[config.mk]
export PLATFORM = sky130hd
export DESIGN_NAME = seg_scan_ctrl
export DESIGN_NICKNAME = d
export VERILOG_FILES = /design/src/rtl/seg_scan_ctrl.sv
export SDC_FILE = /design/constraint.sdc
export NUM_CORES = 1
export LEC_CHECK = 0
export ABC_AREA = 0
export CORE_MARGIN = 2
export CORE_UTILIZATION = 50
export DETAILED_ROUTE_END_ITERATION = 8
export PLACE_DENSITY = 0.74
export SYNTH_ARGS = -nofsm -noshare
export SYNTH_HDL_FRONTEND = slang
export SYNTH_SLANG_ARGS = --single-unit
[constraint.sdc]
create_clock -name sys_clk -period 7.3 [get_ports sys_clk]
set_input_delay 1.825 -clock sys_clk [delete_from_list [all_inputs] [get_ports sys_clk]]
set_output_delay 1.825 -clock sys_clk [all_outputs]
set_load 0.005 [all_outputs]
[src/rtl/seg_scan_ctrl.sv]
// seg_scan_ctrl: time-multiplexed scan controller for a common-segment
// N-digit 7-segment display.
//   sys_clk, sys_rst_n : clock (rising edge) and asynchronous active-low reset
//   load, data_in      : 1-cycle strobe capturing a hex value (nibble i -> digit i)
//   digit_en, lz_en    : per-digit enable, leading-zero suppression enable
//   seg_data, sel_n    : registered active-low segments and digit selects
//   frame_done         : 1-cycle pulse during the last cycle of the last slot
//   pending            : a loaded value is waiting for the next frame boundary
// Each slot is CLK_DIV cycles: BLANK_CYC cycles with all digits off (anti-ghosting),
// then the digit is shown. The displayed value only changes at frame boundaries.

module seg_scan_hex7 (
  input  logic [3:0] nib,
  output logic [6:0] seg
);
  // Active-low segments, bit order g..a.
  always_comb begin
    seg = 7'h7F;
    case (nib)
      4'h0: seg = 7'b1000000;
      4'h1: seg = 7'b1111001;
      4'h2: seg = 7'b0100100;
      4'h3: seg = 7'b0110000;
      4'h4: seg = 7'b0011001;
      4'h5: seg = 7'b0010010;
      4'h6: seg = 7'b0000010;
      4'h7: seg = 7'b1111000;
      4'h8: seg = 7'b0000000;
      4'h9: seg = 7'b0010000;
      4'hA: seg = 7'b0001000;
      4'hB: seg = 7'b0000011;
      4'hC: seg = 7'b1000110;
      4'hD: seg = 7'b0100001;
      4'hE: seg = 7'b0000110;
      4'hF: seg = 7'b0001110;
      default: seg = 7'h7F;
    endcase
  end
endmodule

module seg_scan_ctrl #(
  parameter int DIGITS    = 4,
  parameter int CLK_DIV   = 50000,
  parameter int BLANK_CYC = 500
) (
  input  logic                  sys_clk,
  input  logic                  sys_rst_n,
  input  logic                  load,
  input  logic [4*DIGITS-1:0]   data_in,
  input  logic [DIGITS-1:0]     digit_en,
  input  logic                  lz_en,
  output logic [6:0]            seg_data,
  output logic [DIGITS-1:0]     sel_n,
  output logic                  frame_done,
  output logic                  pending
);
  localparam int TW = $clog2(CLK_DIV);
  localparam int IW = $clog2(DIGITS);

  typedef enum logic {ST_BLANK, ST_SHOW} state_e;

  state_e              state_q, state_d;
  logic [TW-1:0]       timer_q, timer_d;
  logic [IW-1:0]       idx_q, idx_d;
  logic [4*DIGITS-1:0] disp_q, disp_d, pend_q, pend_d;
  logic                pending_q, pending_d;
  logic [6:0]          seg_q, seg_d;
  logic [DIGITS-1:0]   sel_n_q, sel_n_d;
  logic                frame_done_q, frame_done_d;

  logic                timer_wrap, last_idx, boundary, suppress;
  logic [DIGITS-1:0]   upper_zero;
  logic [6:0]          dec_seg;

  // State register (scan position + FSM)
  always_ff @(posedge sys_clk or negedge sys_rst_n) begin
    if (!sys_rst_n) begin
      state_q <= ST_BLANK;
      timer_q <= '0;
      idx_q   <= '0;
    end else begin
      state_q <= state_d;
      timer_q <= timer_d;
      idx_q   <= idx_d;
    end
  end

  // Next-state logic
  always_comb begin
    timer_wrap = (timer_q == TW'(CLK_DIV-1));
    last_idx   = (idx_q == IW'(DIGITS-1));
    boundary   = timer_wrap && last_idx;
    timer_d    = timer_wrap ? '0 : timer_q + TW'(1);
    idx_d      = idx_q;
    if (timer_wrap) idx_d = last_idx ? '0 : idx_q + IW'(1);
    state_d    = state_q;
    case (state_q)
      ST_BLANK: if (timer_q == TW'(BLANK_CYC-1)) state_d = ST_SHOW;
      ST_SHOW:  if (timer_wrap) state_d = ST_BLANK;
      default:  state_d = ST_BLANK;
    endcase
  end

  // Double buffer: a load landing on the boundary cycle bypasses pend_q.
  always_comb begin
    pend_d    = pend_q;
    pending_d = pending_q;
    disp_d    = disp_q;
    if (load) begin
      pend_d    = data_in;
      pending_d = 1'b1;
    end
    if (boundary) begin
      if (load) begin
        disp_d    = data_in;
        pending_d = 1'b0;
      end else if (pending_q) begin
        disp_d    = pend_q;
        pending_d = 1'b0;
      end
    end
  end

  // upper_zero[i]: nibbles i..DIGITS-1 of the displayed value are all zero.
  always_comb begin
    upper_zero = '0;
    upper_zero[DIGITS-1] = (disp_q[4*DIGITS-1 -: 4] == 4'h0);
    for (int i = DIGITS-2; i >= 0; i--)
      upper_zero[i] = upper_zero[i+1] && (disp_q[4*i +: 4] == 4'h0);
  end

  seg_scan_hex7 u_dec (
    .nib (disp_q[4*idx_d +: 4]),
    .seg (dec_seg)
  );

  // Output logic: computed from the upcoming state so the registered outputs
  // change on the same edge the state is entered.
  always_comb begin
    suppress     = lz_en && (idx_d != '0) && upper_zero[idx_d];
    sel_n_d      = '1;
    seg_d        = 7'h7F;
    frame_done_d = (timer_d == TW'(CLK_DIV-1)) && (idx_d == IW'(DIGITS-1));
    if (state_d == ST_SHOW) begin
      if (digit_en[idx_d]) sel_n_d[idx_d] = 1'b0;
      seg_d = suppress ? 7'h7F : dec_seg;
    end
  end

  always_ff @(posedge sys_clk or negedge sys_rst_n) begin
    if (!sys_rst_n) begin
      disp_q       <= '0;
      pend_q       <= '0;
      pending_q    <= 1'b0;
      seg_q        <= 7'h7F;
      sel_n_q      <= '1;
      frame_done_q <= 1'b0;
    end else begin
      disp_q       <= disp_d;
      pend_q       <= pend_d;
      pending_q    <= pending_d;
      seg_q        <= seg_d;
      sel_n_q      <= sel_n_d;
      frame_done_q <= frame_done_d;
    end
  end

  assign seg_data   = seg_q;
  assign sel_n      = sel_n_q;
  assign frame_done = frame_done_q;
  assign pending    = pending_q;
endmodule

## Yosys cells after proc, flatten, opt, wreduce, memory -nomap -nowiden

Memories as Yosys holds them, arrays and structs flattened.
Cells that the tools add are included.

- Register bits after elaboration: 64
- Memory bits (read-only): 112
- Input bits: 24
- Output and inout bits: 13
- Logic and storage cells: 59
- Memories: 1

Memories:

| memory | depth | bits a word | rd ports | clocked after Yosys merged registers in | wr ports | line | text |
|---|---|---|---|---|---|---|---|
| (name not given) | 16 | 7 | 1 | 0 | 0 | 19 | `case (nib)` |

- Add/sub/neg operators: 2
- Magnitude comparators: 2
- Equality and inequality tests: 5
- Shift-type cells: 1
- Multiplexer cells: 22
- Bitwise logic cells: 2
- Reductions and logical operators: 15

Operator list:

| cell | number |
|---|---|
| $mux W16 | 3 |
| $eq A16 B16 Y1 const B | 2 |
| $add A16 B1 Y16 const B | 1 |
| $eq A16 B9 Y1 const B | 1 |
| $logic_not A4 Y1 | 4 |
| $shiftx A16 B5 Y4 | 1 |
| $mux W7 | 2 |
| $mux W1 | 9 |
| $logic_and A1 B1 Y1 | 8 |
| $mux W4 | 2 |
| $bmux W1 S2 | 2 |
| $eq A2 B2 Y1 const B | 2 |
| $mux W2 | 2 |
| $not A4 Y4 | 1 |
| $reduce_bool A2 Y1 | 2 |
| $lt A2 B3 Y1 const B | 1 |
| $add A2 B1 Y2 const B | 1 |
| $demux W1 S2 | 1 |
| $ge A2 B1 Y1 const B | 1 |
| $pmux W1 S2 | 1 |
| $reduce_and A2 Y1 | 1 |
| $not A1 Y1 | 1 |

## Depth between registers and ports, before layout

Gate-level depths: netlist (run 1).

- Word-level depth: 10
- Mapped depth: 10
- Mapped depth without buffers: 10

## Cells and area by module

A second synthesis (run 1) with hierarchy kept.

- Cell total of the unflattened synthesis: 297
- Area total of the unflattened synthesis: 3,299.4 um2

Modules (own cells, without submodules):

| module | times used | cells an instance | area each (um2) |
|---|---|---|---|
| seg_scan_ctrl | 1 | 265 | 3,024.2 |
| seg_scan_hex7 | 1 | 32 | 275.3 |

## Worst setup path after synthesis (run 1)

Ideal clock, no wire load.

- Path kind: reg-to-reg
- From: register timer_q[10]
- To: register seg_q[3], in the netlist seg_data[3]
- Data arrival time: 3.336 ns
- Required time: 7.228 ns
- Setup slack: 3.892 ns
- Stages on the path, launching flop included: 10
- Buffers on the path: 0
- Period minus slack after synthesis: 3.408 ns
- Path through: dfrtp_1 > or4_4 > nor4_4 > mux2i_1 > mux4_2 > inv_1 > ha_1 > nor2b_1 > a211oi_1 > o21ai_1

- Longest elaborated chain between the ends: 7
- Elaborated cells between the ends (all ways): 15

RTL lines:

| element | line | text |
|---|---|---|
| start, declared | 63 | `logic [TW-1:0] timer_q, timer_d;` |
| start signal, assigned | 83 | `timer_q <= timer_d;` |
| parallel branches: the longest is 6 deep, another holds $mem_v2 Z16 W7 | n/a |  |
| $mux W7 * | 144 | `if (state_d == ST_SHOW) begin` |
| via seg_d[3] | 67 | `logic [6:0] seg_q, seg_d;` |
| end signal, assigned | 162 | `seg_q <= seg_d;` |
| end, declared | 67 |  |

Mark *: on every way through the listed nets, which the timed path passes. The select of a mux whose other input is x is not followed.
A chain may end at the register's enable or synchronous reset.

## Worst setup path in the final report (run 1)

- From: input port load
- To: register disp_q[2]

- Longest elaborated chain between the ends: 2
- Elaborated cells between the ends (all ways): 3

RTL lines:

| element | line | text |
|---|---|---|
| start, declared | 48 | `input logic load,` |
| $reduce_bool A2 Y1 (no source line) | n/a |  |
| $reduce_and A2 Y1 (no source line) | n/a |  |
| end signal, assigned | 159 | `disp_q <= disp_d;` |
| end, declared | 65 | `logic [4*DIGITS-1:0] disp_q, disp_d, pend_q, pend_d;` |

Several ways; a longest one is shown, not always the timed one.

==> results of run 1 <==
-- power breakdown --
| part | switching (mW) | internal [mW] |
|---|---|---|
| clock | 0.125 | 0.153 |
| sequential | 0.00195 | 0.364 |
| combinational | 0.0149 | 0.0192 |
-- layout make-up --
type / instances / area share [%]
clock buffers: 10 / 3.60
multi-input cells: 159 / 35.6
well taps: 72 / 2.54
inverters: 8 / 0.847
clock inverters: 4 / 1.34
repair buffers: 38 / 10.5
flip-flops and latches: 64 / 45.6
-- cell usage in the layout (no fill, tap or decap), drive strengths merged, types with 2 or more instances in the layout --
cell type,Yosys,final
a21oi,5,5
and3,4,4
buf,2,3
clkbuf,3,10
clkdlybuf4s50,0,35
clkinv,1,3
dfrtp,53,53
dfstp,11,11
ha,8,8
inv,7,7
mux2,32,32
mux2i,6,6
mux4,4,4
nand2,12,12
nand3,10,10
nand3b,2,2
nand4,5,5
nor2,22,22
nor2b,3,3
nor3,5,5
nor4,5,5
o21ai,5,5
o221ai,4,4
or4,3,3
xnor2,3,3
xor2,10,10
-- critical path: stages --
cell	delay [ns]
clkdlybuf4s50_1	0.91
nor2_1	0.14
nand3b_1	0.64
mux2_2	0.50
-- path summary, 6_finish.rpt --
| path | from | endpoint | slack (ns) | depth (start not counted) |
|---|---|---|---|---|
| max | load | disp_q[2] | 3.50 | 4 |
| min | pend_q[10] | pend_q[10] | 0.50 | 1 |
| max reg2reg | timer_q[10] | seg_data[4] | 3.66 | 8 |
| min reg2reg | pend_q[10] | pend_q[10] | 0.50 | 1 |
| max in group asynchronous | sys_rst_n | pend_q[1] | 5.13 | 2 |
| min in group asynchronous | sys_rst_n | timer_q[12] | 1.61 | 2 |
-- sequential cells by signal (all words and copies together) (netlist names) --
| register | flops |
|---|---|
| disp_q | 16 |
| frame_done | 1 |
| idx_q | 2 |
| pend_q | 16 |
| pending | 1 |
| seg_data | 7 |
| sel_n | 4 |
| state_q | 1 |
| timer_q | 16 |
-- cell families after synthesis --
kind of cell	share of synthesized area, %
xor+xnor	3.89
compound gates	4.57
buf+inv	1.79
simple gates	13.8
fa+ha+maj	3.42
mux	17.4
flops	55.1
-- layer usage --
metal | vias to the layer above | global-route usage, % | part of all wire, %
li1 | 936 | - | -
met1 | 952 | 27.1 | 50
met2 | 36 | 27.5 | 44
met3 | 10 | 5.84 | 4.6
met4 | 0 | 7.12 | 1.6
met5 | - | 0 | 0
-- through the flow --
stage	power [mW]	hold slack (ns)	instances
after floorplan	0.384	0.469	236
after global placement	0.406	0.485	341
after detailed placement	0.407	0.488	341
after CTS	0.686	0.502	355
after global routing	0.706	0.522	355
final	0.678	0.498	355
==> parameters.txt, run 1 <==
Parameter                              Value

Synthesis
  Count of distinct cell types in the synthesized netlist    40
  Cell taking the most area after synthesis    dfrtp_1
  Post-Synthesis Mean Instance Area    ~12 um^2
  Net Count, Synth    268
  Number of standard cells after synthesis    between 200 and 250
  Number of flip-flops and latches in the synthesized netlist    64
  Top cells by area in the synthesized netlist    dfrtp_1 45%, mux2_2 12%, dfstp_2 9.9%, ha_1 3.4%, mux4_2 3.1%
  Asr flop ratio synth    100%
  Part of the Yosys area used for sequential elements    55.1%
  Synth Flop Type    dfrtp_1
  Post-synth top area share    45.3%
  Post-synthesis instance area    just under 0.003 mm^2
  Post-synth EDFFs    0
  Yosys synthesis warning count    0
  Most numerous cell in the Yosys netlist    dfrtp_1
  Synth cell count leaders    53 x dfrtp_1, 32 x mux2_2, 22 x nor2_1

GRT
  Overflow left after global routing    0
  Total routing usage reported by global routing    a little under a fifth
  Via count of the first global-routing pass    1940
  Number of antenna violations at the first check in global routing    0
  Wire length of the first global-routing pass    around 9200 um
  Maximum number of pins on one net before global-route repair    65

Timing
  Setup TNS after final layout    0 ns
  Post-route minimum period    between 3 and 4 ns
  Tightest Pin Transition    0.904 ns
  Clock skew    0.00370 ns
  Max-Slew Margin vs Limit    38.0%
  Fmax    roughly 0.26 GHz
  Finish-stage setup viols    0
  Smallest setup slack after layout    3.50 ns
  Crit share post-route    52.0%
  Number of hold violations in the final report    0
  Slew Viols, Final    0
  Setup repair after global routing missed its margin    false

Route
  Final wirelength    5220 um
  Routed vias/inst    5.45
  Initial DRC Count    approximately 120
  Number of vias in the routed layout    1934
  Number of search-and-repair iterations in the first detailed-routing pass    4
  Residual DRC count    0
  Residual antenna-violating net count after detailed routing    0
  DR WL/cell    14.7 um

Floorplanning
  Std-Cell Rows    27
  Top-Level Pins    37
  Vertical die dimension    just over 80 um
  Initial core utilization    52.6%
  Die width    80.6 um
  DIE AREA    0.00649 mm^2
  Area inside the core boundary    0.00557 mm^2

CTS
  Clock Latency Late Sink    0.34 ns
  Clock sinks    64
  Resize count post-CTS    0
  Total setup buffers inserted after CTS    0
  Root buffer cell    clkbuf_8
  Clock H-tree levels    3
  CTS Hold Bufs    0
  CTS buffer count    9
  TritonCTS clock tree    built
  Post-CTS clock slew at the launch and capture registers of the worst setup and hold paths    ~0.060 ns
  Number of buffers on the longest clock path    2

Worst setup path
  Critical Path Start Type    primary input
  Kind of critical path    primary input to flop
  Critical path required time    7.52 ns
  Data arrival time of the worst path    approximately 4.0 ns
  Critical Path End Type    flop
  Crit-path max FO    17

Finish
  Final-stage net count    around 310
  Multi-input logic area    0.00126 mm^2
  Final design utilization    a little under two thirds
  Ratio of cells with drive above 1 in the final layout    23.0%
  Final std cell area, no fill    roughly 0.0035 mm^2
  Antenna fix cells    0
  Area Overhead vs Synth    20.9%
  Area used by sequential logic in the layout    0.00162 mm^2
  Final-layout fill cell count    roughly 460

Min path
  Min-delay worst type    flop to flop

Placement
  Pre-CTS WS    3.13 ns
  Buffers added on ports    36
  Placed cell area    0.00337 mm^2
  Detailed placer's ending HPWL    3800 um
  GP Congestion    0.799

Pwr
  Max rail drop VDD    157 uV
  Static Leakage    1.58 nW
  Total power density per cell area    approximately 190 mW/mm^2

Job
  Max_cap viols    0

Outcome
  Status    finished clean
Note: power is estimated with default switching activity, not from simulation.
==> run 2: changes to the inputs <==
==> constraint.sdc (replaced) <==
create_clock -name sys_clk -period 3.5 [get_ports sys_clk]
set_input_delay 0.875 -clock sys_clk [delete_from_list [all_inputs] [get_ports sys_clk]]
set_output_delay 0.875 -clock sys_clk [all_outputs]
set_load 0.005 [all_outputs]
==> run 2 against run 1 <==
- die area is the same
- final cell count rose by 1.7%
- clock skew up 0.0056 ns
- clock power increased by 97%
- sequential power grew 110%
- first-iteration DRC count grew 49%
- combinational power rose by 110%
- wire length is 6.6% higher
- non-clock buffer count increased by 5
- critical endpoint is now seg_data[3]
- largest power group unchanged
- highest routed layer unchanged
==> parameters.txt, run 2 (synthesis results as in run 1) <==
Parameter                              Value

CTS
  Post-CTS clock slew at the launch and capture registers of the worst setup and hold paths    0.07 ns (about the same)
  Clock Latency Late Sink    0.34 ns (about the same)
  Clock H-tree levels    3 (unchanged)
  CTS buffer count    9 (unchanged)
  Resize count post-CTS    0 (unchanged)
  CTS Hold Bufs    0 (unchanged)
  TritonCTS clock tree    built
  Total setup buffers inserted after CTS    0 (unchanged)
  Root buffer cell    clkbuf_8
  Number of buffers on the longest clock path    2 (unchanged)
  Clock sinks    64 (unchanged)

Pwr
  Part of the power in combinational logic    5.2% (+0.2 points)
  Switching power as a share of total power    21.3% (+0.33 points)
  Clock network power share    39.6% (-1.4 points)
  Total power density per cell area    387 mW/mm^2 (+100%)
  Max rail drop VDD    283 uV (+81%)
  Power Internal    1.09 mW (+100%)
  Net switching component of the power    0.295 mW (+110%)
  Static Leakage    1.60 nW (+1.4%)
  Sequential share of power    55.1% (+1.1 points)

Timing
  Number of hold violations in the final report    0 (unchanged)
  Setup TNS after final layout    0 ns (unchanged)
  Finish-stage setup viols    0 (unchanged)
  Setup repair after global routing missed its margin    false
  Smallest setup slack after layout    0.242 ns (-3.26 ns)
  Post-route minimum period    3.26 ns
  Max-Slew Margin vs Limit    30.3% (-7.7 points)
  Slew Viols, Final    0 (unchanged)
  Tightest Pin Transition    1.05 ns (+0.141 ns)
  Worst slack on hold paths    0.496 ns (-0.00222 ns)
  Clock skew    0.00930 ns (+0.00559 ns)
  Fmax    0.307 GHz
  Crit share post-route    just over 90%

Worst setup path
  Critical Path End Type    flop
  Data arrival time of the worst path    3.52 ns (-0.50 ns)
  Slowest CP cell    mux4_2
  Delay contributed by the slowest stage of the critical path    0.59 ns (-0.32 ns)
  Critical Path Start Type    flop
  Critical path's top delay family    simple AND/OR/NAND/NOR gates
  Critical path required time    3.76 ns (-3.76 ns)
  Series of cell instances along the critical path    or4_4 > nor4_4 > mux2i_1 > buf_4 > mux4_2 > inv_1 > ha_1 > nor2b_1 > a211oi_1 > o21ai_1
  Combined buffer and inverter count along the critical path    2 (+1)
  Kind of critical path    flop to flop
  Crit-path max FO    8 (-9)

Finish
  Area Overhead vs Synth    22.1%
  Area used by sequential logic in the layout    0.00162 mm^2 (unchanged)
  Most used cells in the layout excluding fill and tap cells    53 x dfrtp_1, 35 x clkdlybuf4s50_1, 32 x mux2_2
  Antenna fix cells    0 (unchanged)
  Registers with the most flip-flops    disp_q x16, pend_q x16, timer_q x16
  Ratio of cells with drive above 1 in the final layout    24.6% (+1.6 points)
  Final-layout fill cell count    449 (-2.2%)
  Commonest non-fill, non-tap cell in the layout    dfrtp_1
  Final-stage net count    317 (+1.6%)
  Final design utilization    64.2% (+0.63 points)
  Multi-input logic area    0.00126 mm^2 (unchanged)

Floorplanning
  DIE AREA    0.00649 mm^2 (unchanged)
  Area inside the core boundary    0.00557 mm^2 (unchanged)
  Vertical die dimension    80.6 um (unchanged)
  Std-Cell Rows    27 (unchanged)
  Top-Level Pins    37 (unchanged)
  Die width    80.6 um (unchanged)
  Initial core utilization    52.6% (unchanged)

Route
  Residual DRC count    0 (unchanged)
  Final wirelength    5570 um (+6.6%)
  Number of search-and-repair iterations in the first detailed-routing pass    4 (unchanged)
  DR WL/cell    15.4 um (+4.8%)
  Residual antenna-violating net count after detailed routing    0 (unchanged)
  Routed vias/inst    5.45 (about the same)
  Number of vias in the routed layout    1968 (+1.8%)
  Initial DRC Count    174 (+49%)

Placement
  GP Congestion    0.878 (+9.9%)
  Detailed placer's ending HPWL    4070 um (+7.3%)
  Pre-CTS WS    0.289 ns (-2.84 ns)
  Buffers added on ports    36 (unchanged)

GRT
  Number of antenna violations at the first check in global routing    0 (unchanged)
  Total routing usage reported by global routing    19.4% (+0.35 points)
  Via count of the first global-routing pass    1912 (-1.4%)
  Wire length of the first global-routing pass    9360 um (+1.7%)
  Maximum number of pins on one net before global-route repair    50 (-23%)
  Overflow left after global routing    0 (unchanged)

Job
  Max_cap viols    0 (unchanged)

Min path
  Min-delay worst type    flop to flop

Outcome
  Status    finished clean
## run 2: changes by cell type in the layout (fill, tap and decap cells not counted)
cell	delta
bufinv_16	-1
clkbuf_8	+2
buf_4	+5
## run 2: cell type report
class                   instances  area share, %
multi-input cells             159           35.3
well taps                      72           2.52
repair buffers                 43           11.4
clock buffers                  12           4.34
inverters                       8          0.839
clock inverters                 3          0.490
flip-flops and latches         64           45.1
## run 2: per-stage QoR
| step | instance area, um^2 | power, mW | std cells |
|---|---|---|---|
| 4_1_cts | 3580 | 1.40 | 361 |
| 5_1_grt | 3580 | 1.45 | 361 |
| 2_1_floorplan | 2930 | 0.802 | 236 |
| 6_report | 3580 | 1.38 | 361 |
| 3_3_place_gp | 3410 | 0.849 | 346 |
| 3_5_place_dp | 3410 | 0.851 | 346 |
## run 2: path summary, 6_finish.rpt
| kind | from | end | slack, ns | depth (start not counted) |
|---|---|---|---|---|
| min in group asynchronous | sys_rst_n | pend_q[5] | 0.73 | 1 |
| max in group asynchronous | sys_rst_n | seg_data[5] | 1.95 | 2 |
| worst max-delay path | timer_q[11] | seg_data[3] | 0.24 | 10 |
| worst max register to register | timer_q[11] | seg_data[3] | 0.24 | 10 |
| worst min-delay path | pend_q[9] | pend_q[9] | 0.50 | 1 |
| worst min register to register | pend_q[9] | pend_q[9] | 0.50 | 1 |
## run 2: power groups by stage
| stage | Clock [mW] | Sequential (mW) | Combinational, mW |
|---|---|---|---|
| global route | 0.603 | 0.763 | 0.0811 |
| finish | 0.548 | 0.763 | 0.0726 |
| floorplan | 0 | 0.775 | 0.0269 |
| detailed placement | 0 | 0.777 | 0.0741 |
| global placement | 0 | 0.775 | 0.0734 |
| CTS | 0.563 | 0.763 | 0.0748 |
## run 2: worst register-to-register path, stage by stage (launching register included)
cell and delay (ns):
dfrtp_1 0.42, or4_4 0.55, nor4_4 0.46, mux2i_1 0.25
buf_4 0.20, mux4_2 0.59, inv_1 0.14, ha_1 0.26
nor2b_1 0.12, a211oi_1 0.06, o21ai_1 0.13
## run 2: layer usage
metal	vias up	global-route usage [%]	routed length, um
li1	944	-	-
met1	950	27.0	2570
met2	63	29.1	2600
met3	11	4.94	303
met4	0	7.97	93
met5	-	0	0
==> run 3: changes to the inputs <==
--- a/config.mk
+++ b/config.mk
@@ -8,6 +8,7 @@
 export ABC_AREA = 0
 export CORE_MARGIN = 2
 export CORE_UTILIZATION = 50
+export CTS_CLUSTER_DIAMETER = 150
 export DETAILED_ROUTE_END_ITERATION = 8
 export PLACE_DENSITY = 0.74
 export SYNTH_ARGS = -nofsm -noshare
==> results of run 3 <==
The final DEF is identical to that of run 2; final timing and power are the same.
